**config.mk**
```make
export PLATFORM = sky130hd
export DESIGN_NAME = systolic_skew_feeder_flat
export DESIGN_NICKNAME = d
export VERILOG_FILES = /design/src/rtl/systolic_skew_feeder_if.sv /design/src/rtl/systolic_skew_feeder.sv /design/src/flat_wrapper.sv
export SDC_FILE = /design/constraint.sdc
export NUM_CORES = 1
export LEC_CHECK = 0
export CAP_MARGIN = 20
export CORE_ASPECT_RATIO = 0.75
export CORE_UTILIZATION = 49
export CTS_BUF_LIST = sky130_fd_sc_hd__clkbuf_8
export DETAILED_ROUTE_END_ITERATION = 10
export MAX_ROUTING_LAYER = met4
export PLACE_DENSITY = 0.82
export RECOVER_POWER = 25
export SETUP_SLACK_MARGIN = 0.3
export SLEW_MARGIN = 20
export SYNTH_ARGS = -nofsm -noshare
export SYNTH_HDL_FRONTEND = slang
export SYNTH_SLANG_ARGS = --single-unit
```
**constraint.sdc**
```tcl
create_clock -name clk -period 2.29 [get_ports clk]
set_input_delay 0.229 -clock clk [delete_from_list [all_inputs] [get_ports clk]]
set_output_delay 0.229 -clock clk [all_outputs]
set_load 0.01 [all_outputs]
```
**src/rtl/systolic_skew_feeder_if.sv**
```systemverilog
// Bus between the address-generation controller / global buffers and the skew feeder.
// The controller side is the master; the feeder is the slave.
interface systolic_skew_feeder_if #(
  parameter int ADDR_BITS = 16,
  parameter int DATA_BITS = 32
);
  logic                 start;
  logic [7:0]           K;
  logic                 busy;
  logic                 done;
  logic [ADDR_BITS-1:0] A_index;
  logic [ADDR_BITS-1:0] B_index;
  logic [DATA_BITS-1:0] A_data_out;
  logic [DATA_BITS-1:0] B_data_out;
  logic [7:0]           north0, north1, north2, north3;
  logic [7:0]           west0, west1, west2, west3;
  logic                 feed_valid;
  logic [1:0]           dbg_state;

  // start is a single-cycle request with no ready: it is honoured only while
  // busy is low, and completion is signalled by a one-cycle done pulse.
  modport master (
    output start, K, A_data_out, B_data_out,
    input  busy, done, A_index, B_index, feed_valid, dbg_state,
    input  north0, north1, north2, north3, west0, west1, west2, west3
  );

  modport slave (
    input  start, K, A_data_out, B_data_out,
    output busy, done, A_index, B_index, feed_valid, dbg_state,
    output north0, north1, north2, north3, west0, west1, west2, west3
  );
endinterface

```
**src/rtl/systolic_skew_feeder.sv**
```systemverilog
// Reads K packed A/B words, splits them into byte lanes and drives the 4x4 array
// edges with diagonal skew (lane j delayed j cycles) and zero padding.
module systolic_skew_feeder #(
  parameter int ADDR_BITS = 16,
  parameter int DATA_BITS = 32
) (
  input  logic                  clk,
  input  logic                  rst_n,
  systolic_skew_feeder_if.slave bus
);

  typedef enum logic [1:0] {IDLE = 2'd0, FEED = 2'd1, DRAIN = 2'd2, DONE = 2'd3} state_t;

  state_t      state_q, state_d;
  logic [7:0]  k_q;
  logic [7:0]  r_q;
  logic        dv_q;       // buffer read data is a real word this cycle
  logic [2:0]  v_q;        // valid of skew stages 1..3
  logic [3:0]  ov_q;       // valid of lane output registers
  logic [23:0] a_s1, b_s1; // stage 1 carries lanes 1..3
  logic [15:0] a_s2, b_s2; // stage 2 carries lanes 2..3
  logic [7:0]  a_s3, b_s3; // stage 3 carries lane 3
  logic [7:0]  a_o0, a_o1, a_o2, a_o3;
  logic [7:0]  b_o0, b_o1, b_o2, b_o3;
  logic        accept;
  logic        drained;

  assign accept  = (state_q == IDLE) && bus.start && (bus.K != 8'd0);
  // Last word has left lane 3 once nothing upstream of its output is valid.
  assign drained = ov_q[3] && !dv_q && (v_q == 3'b000);

  always_comb begin
    state_d = state_q;
    case (state_q)
      IDLE:    if (accept) state_d = FEED;
      FEED:    if (r_q == k_q - 8'd1) state_d = DRAIN;
      DRAIN:   if (drained) state_d = DONE;
      DONE:    state_d = IDLE;
      default: state_d = IDLE;
    endcase
  end

  always_ff @(posedge clk) begin
    if (!rst_n) begin
      state_q <= IDLE;
      k_q     <= 8'd0;
      r_q     <= 8'd0;
      dv_q    <= 1'b0;
      v_q     <= 3'b000;
      ov_q    <= 4'b0000;
      a_s1    <= '0;
      b_s1    <= '0;
      a_s2    <= '0;
      b_s2    <= '0;
      a_s3    <= '0;
      b_s3    <= '0;
      a_o0    <= '0;
      a_o1    <= '0;
      a_o2    <= '0;
      a_o3    <= '0;
      b_o0    <= '0;
      b_o1    <= '0;
      b_o2    <= '0;
      b_o3    <= '0;
    end else begin
      state_q <= state_d;
      if (accept) k_q <= bus.K;
      // r stays 0 outside FEED so the read index idles at base address 0.
      r_q  <= (state_q == FEED && state_d == FEED) ? r_q + 8'd1 : 8'd0;
      dv_q <= (state_q == FEED);
      v_q  <= {v_q[1:0], dv_q};
      ov_q <= {v_q[2], v_q[1], v_q[0], dv_q};

      a_s1 <= bus.A_data_out[23:0];
      b_s1 <= bus.B_data_out[23:0];
      a_s2 <= a_s1[15:0];
      b_s2 <= b_s1[15:0];
      a_s3 <= a_s2[7:0];
      b_s3 <= b_s2[7:0];

      a_o0 <= bus.A_data_out[31:24];
      b_o0 <= bus.B_data_out[31:24];
      a_o1 <= a_s1[23:16];
      b_o1 <= b_s1[23:16];
      a_o2 <= a_s2[15:8];
      b_o2 <= b_s2[15:8];
      a_o3 <= a_s3;
      b_o3 <= b_s3;
    end
  end

  assign bus.A_index    = {{(ADDR_BITS-8){1'b0}}, r_q};
  assign bus.B_index    = {{(ADDR_BITS-8){1'b0}}, r_q};
  assign bus.busy       = (state_q != IDLE);
  assign bus.done       = (state_q == DONE);
  assign bus.feed_valid = |ov_q;
  assign bus.dbg_state  = state_q;

  assign bus.north0 = ov_q[0] ? a_o0 : 8'h00;
  assign bus.north1 = ov_q[1] ? a_o1 : 8'h00;
  assign bus.north2 = ov_q[2] ? a_o2 : 8'h00;
  assign bus.north3 = ov_q[3] ? a_o3 : 8'h00;
  assign bus.west0  = ov_q[0] ? b_o0 : 8'h00;
  assign bus.west1  = ov_q[1] ? b_o1 : 8'h00;
  assign bus.west2  = ov_q[2] ? b_o2 : 8'h00;
  assign bus.west3  = ov_q[3] ? b_o3 : 8'h00;

endmodule

```
**src/flat_wrapper.sv**
```systemverilog
// flat-port wrapper written by rule: the top's interface ports become plain ports
module systolic_skew_feeder_flat 
#(
  parameter int ADDR_BITS = 16,
  parameter int DATA_BITS = 32
)
  (clk, rst_n, bus_start, bus_K, bus_A_data_out, bus_B_data_out, bus_busy, bus_done, bus_A_index, bus_B_index, bus_feed_valid, bus_dbg_state, bus_north0, bus_north1, bus_north2, bus_north3, bus_west0, bus_west1, bus_west2, bus_west3);
  systolic_skew_feeder_if #(.ADDR_BITS(ADDR_BITS), .DATA_BITS(DATA_BITS)) bus_i ();
  input  logic clk;
  input  logic rst_n;
  input wire logic [$bits(bus_i.start)-1:0] bus_start;
  input wire logic [$bits(bus_i.K)-1:0] bus_K;
  input wire logic [$bits(bus_i.A_data_out)-1:0] bus_A_data_out;
  input wire logic [$bits(bus_i.B_data_out)-1:0] bus_B_data_out;
  output wire logic [$bits(bus_i.busy)-1:0] bus_busy;
  output wire logic [$bits(bus_i.done)-1:0] bus_done;
  output wire logic [$bits(bus_i.A_index)-1:0] bus_A_index;
  output wire logic [$bits(bus_i.B_index)-1:0] bus_B_index;
  output wire logic [$bits(bus_i.feed_valid)-1:0] bus_feed_valid;
  output wire logic [$bits(bus_i.dbg_state)-1:0] bus_dbg_state;
  output wire logic [$bits(bus_i.north0)-1:0] bus_north0;
  output wire logic [$bits(bus_i.north1)-1:0] bus_north1;
  output wire logic [$bits(bus_i.north2)-1:0] bus_north2;
  output wire logic [$bits(bus_i.north3)-1:0] bus_north3;
  output wire logic [$bits(bus_i.west0)-1:0] bus_west0;
  output wire logic [$bits(bus_i.west1)-1:0] bus_west1;
  output wire logic [$bits(bus_i.west2)-1:0] bus_west2;
  output wire logic [$bits(bus_i.west3)-1:0] bus_west3;
  assign bus_i.start = bus_start;
  assign bus_i.K = bus_K;
  assign bus_i.A_data_out = bus_A_data_out;
  assign bus_i.B_data_out = bus_B_data_out;
  assign bus_busy = bus_i.busy;
  assign bus_done = bus_i.done;
  assign bus_A_index = bus_i.A_index;
  assign bus_B_index = bus_i.B_index;
  assign bus_feed_valid = bus_i.feed_valid;
  assign bus_dbg_state = bus_i.dbg_state;
  assign bus_north0 = bus_i.north0;
  assign bus_north1 = bus_i.north1;
  assign bus_north2 = bus_i.north2;
  assign bus_north3 = bus_i.north3;
  assign bus_west0 = bus_i.west0;
  assign bus_west1 = bus_i.west1;
  assign bus_west2 = bus_i.west2;
  assign bus_west3 = bus_i.west3;
  systolic_skew_feeder #(.ADDR_BITS(ADDR_BITS), .DATA_BITS(DATA_BITS)) u_core (.clk(clk), .rst_n(rst_n), .bus(bus_i));
endmodule
```
==> results.py <==
metrics = {
    "sta": {
        "relSlewSlack_pct": 36.2,
        "min_period_ns": 1.91,
        "max_clock_freq_mhz": 524,
        "setup_viol": 0,
        "hold_viol": 0,
        "clock-skew-final_ns": 0.0116,
        "tns_ns": 0,
        "finalCritPeriodShare_pct": 83.4,
        "rsz0062_at_grt": "false",
        "tightest_slew_ns": 0.957,
        "slew_viol_final": 0,
    },
    "clocking": {
        "hold_buffers": 0,
        "htreeDepth": 4,
        "cts.clk_slew.worst_paths_ns": 0.10,
        "insertion_delay_ns": 0.44,
        "root_buffer": "clkbuf_8",
        "cts_tree": "done",
        "numCtsBuffers": 17,
        "clock_sinks": 183,
        "max-clock-path-buffers": 2,
    },
    "critical_path": {
        "critPathKind": "register to register",
        "start_kind": "register",
        "crit_path_end_kind": "register",
        "worstPathMaxFanout": 8,
        "slowest_stage": "or3_4",
        "crit_family": "compound AO/OA/AOI/OAI gates",
        "ff2ff_setup_slack_ns": 0.38,
        "crit_arrival_ns": 2.25,
        "crit_path_cell_trace": "inv_1 -> ha_4 -> o21ba_1 -> a221oi_1 -> a41oi_1 -> or3_4 -> o21ai_4 -> nand2_1",
        "worstPathRequired_ns": 2.63,
        "cp_num_buf_inv": 1,
        "cpPeakStageDelay_ns": 0.40,
    },
    "synthesis": {
        "synth_area_um2": 6040,
        "seq_area_frac_synth_pct": 60.6,
        "syn_area_per_cell_um2": 10.9,
        "synth_area_leaders": "dfxtp_1, and2_1, buf_4",
        "synthCells": 556,
        "ys_types": 39,
        "yosys.area.top_type_share_pct": 60.6,
        "yosys.area.top_type": "dfxtp_1",
        "yosys_register_bits": 183,
        "ys_warn_count": 0,
    },
    "layout": {
        "multi_input_area_um2": 2180,
        "final_area_um2": 8090,
        "layout_common_cells": "and2_1, dfxtp_1, clkdlybuf4s50_1, and2_0, clkbuf_8",
        "seqCellArea_um2": 3680,
        "fin_nets": 782,
        "syn2layout_area_growth_pct": 33.9,
        "final_common_cell": "and2_1",
        "n_fill_cell": 900,
        "antenna_cells": 0,
        "final_layout_size_suffix_gt1_share_pct": 7.38,
    },
    "run": {
        "cap_violations": 0,
    },
    "routing": {
        "drt_pass1_iterations": 4,
        "drt_iter0_drc": 156,
        "routedWlPerCell_um": 13.1,
        "wl_mm": 11.5,
        "routed_via_density": 4.44,
        "num_vias": 3906,
        "drc": 0,
        "antenna_left": 0,
    },
    "place": {
        "hpwlAfterDp_mm": 7.83,
        "gp_congestion": 0.914,
        "place_area_um2": 7640,
        "numPortBuffers": 159,
    },
    "global_routing": {
        "met2_usage_pct": 30.4,
        "grt_pass1_wl_mm": 18.5,
        "grtUsageMet1_pct": 22.7,
        "first_global_vias": 3897,
        "use_met3_pct": 7.40,
        "grt_usage_pct": 19.7,
        "overflow": 0,
        "grt-busiest-layer": "met2",
        "grt_max_degree": 107,
        "antenna_found_initial": 0,
    },
    "die": {
        "io_pins": 176,
        "rows": 34,
        "die_h_um": 98.2,
        "die-area_um2": 12800,
        "start_util_pct": 51.3,
        "core_area_um2": 11800,
        "die_x_um": 130,
    },
    "power": {
        "ir_worst_vdd_uv": 500,
        "leakagePower_nw": 3.31,
        "power_density_nw_per_um2": 722,
        "power_mw": 5.84,
    },
    "hold_path": {
        "hold_path.class": "input port to register",
    },
    "run_status": {
        "outcome": "completed",
    },
}
## per-layer routing
layer / up-vias / routed length [um]
li1: 1975 / -
met4: 0 / 209
met3: 19 / 902
met2: 130 / 5410
met5: - / 0
met1: 1782 / 4970
## sequential cells by signal, indices dropped and copies added, names as in the netlist
register              count
u_core.a_o2               8
u_core.a_o0               8
u_core.b_o3               8
u_core.bus.dbg_state      2
u_core.a_s2              16
u_core.b_o2               8
u_core.r_q                8
u_core.a_o1               8
u_core.a_s3               8
u_core.b_o1               8
u_core.b_s2              16
u_core.ov_q               4
u_core.b_s3               8
u_core.a_o3               8
u_core.a_s1              24
u_core.b_s1              24
u_core.b_o0               8
u_core.dv_q               1
u_core.k_q                8
## cell type report
| type | instances | area share [%] |
|---|---|---|
| Tap cell | 162 | 2.51 |
| Inverter | 4 | 0.186 |
| Sequential cell | 183 | 45.5 |
| Multi-Input combinational cell | 335 | 27.0 |
| Timing Repair Buffer | 164 | 20.2 |
| Clock inverter | 14 | 1.58 |
| Clock buffer | 18 | 3.06 |
## kinds of logic (layout without fill, tap and decap cells)
kind of cell	count (synthesis)	count (layout)	share of synthesized area (%)
simple gates	279	279	28.6
fa+ha+maj	2	2	0.414
xor+xnor	16	16	2.32
compound gates	14	15	1.88
mux	7	7	1.16
other cells	1	16	0.0621
flops	183	183	60.6
buf+inv	54	200	4.89
## power breakdown
group,internal [mW],switching (mW),total (mW)
clock network,0.832,1.21,2.04
registers,3.31,0.0529,3.36
logic,0.263,0.179,0.442
total,4.40,1.44,5.84
## repair_timing
item,CTS,global route
pin swaps,2,2
gates cloned,1,0
buffers inserted,2,1
resized for setup,10,8
endpoints found under the hold margin,0,0
endpoints found under the setup margin,60,26
## final timing paths
path              cells after the start                from                       to
hold / removal                        2  bus_A_data_out[30]           u_core.a_o0[6]
setup reg to reg                      8       u_core.k_q[0]  u_core.bus.dbg_state[0]
setup / recovery                      8       u_core.k_q[0]  u_core.bus.dbg_state[0]
hold reg to reg                       1      u_core.a_s1[1]           u_core.a_s2[1]
## synth_stat cells, drive strengths merged
master and n:
or3 1, xor2 10, nand3 8, nand2 4, nor4 4, and2 229, a41oi 1, a22o 1
mux2i 7, nor2 11, buf 26, o21ai 2, xnor2 6, nand2b 2, o21ba 1, a21oi 3
and3b 1, nor3 3, o21bai 2, clkbuf 24, conb 1, and4b 1, o31ai 1, a221oi 1
ha 2, a21boi 1, nand4 1, dfxtp 183, inv 4, or2 1, and3 2, nor2b 10
a211oi 1, and2b 1
## stage by stage
stage                     utilization (%)  hold WS, ns  setup WS, ns  cells
after CTS                            68.5        0.269         0.251    879
after global routing                 68.7        0.324         0.238    880
after global placement               64.8        0.413         0.254    844
after detailed placement             64.8        0.417         0.150    844
after floorplan                         -        0.356         0.318    571
final                                68.7        0.353         0.381    880
Power figures use the tool's default switching activity.
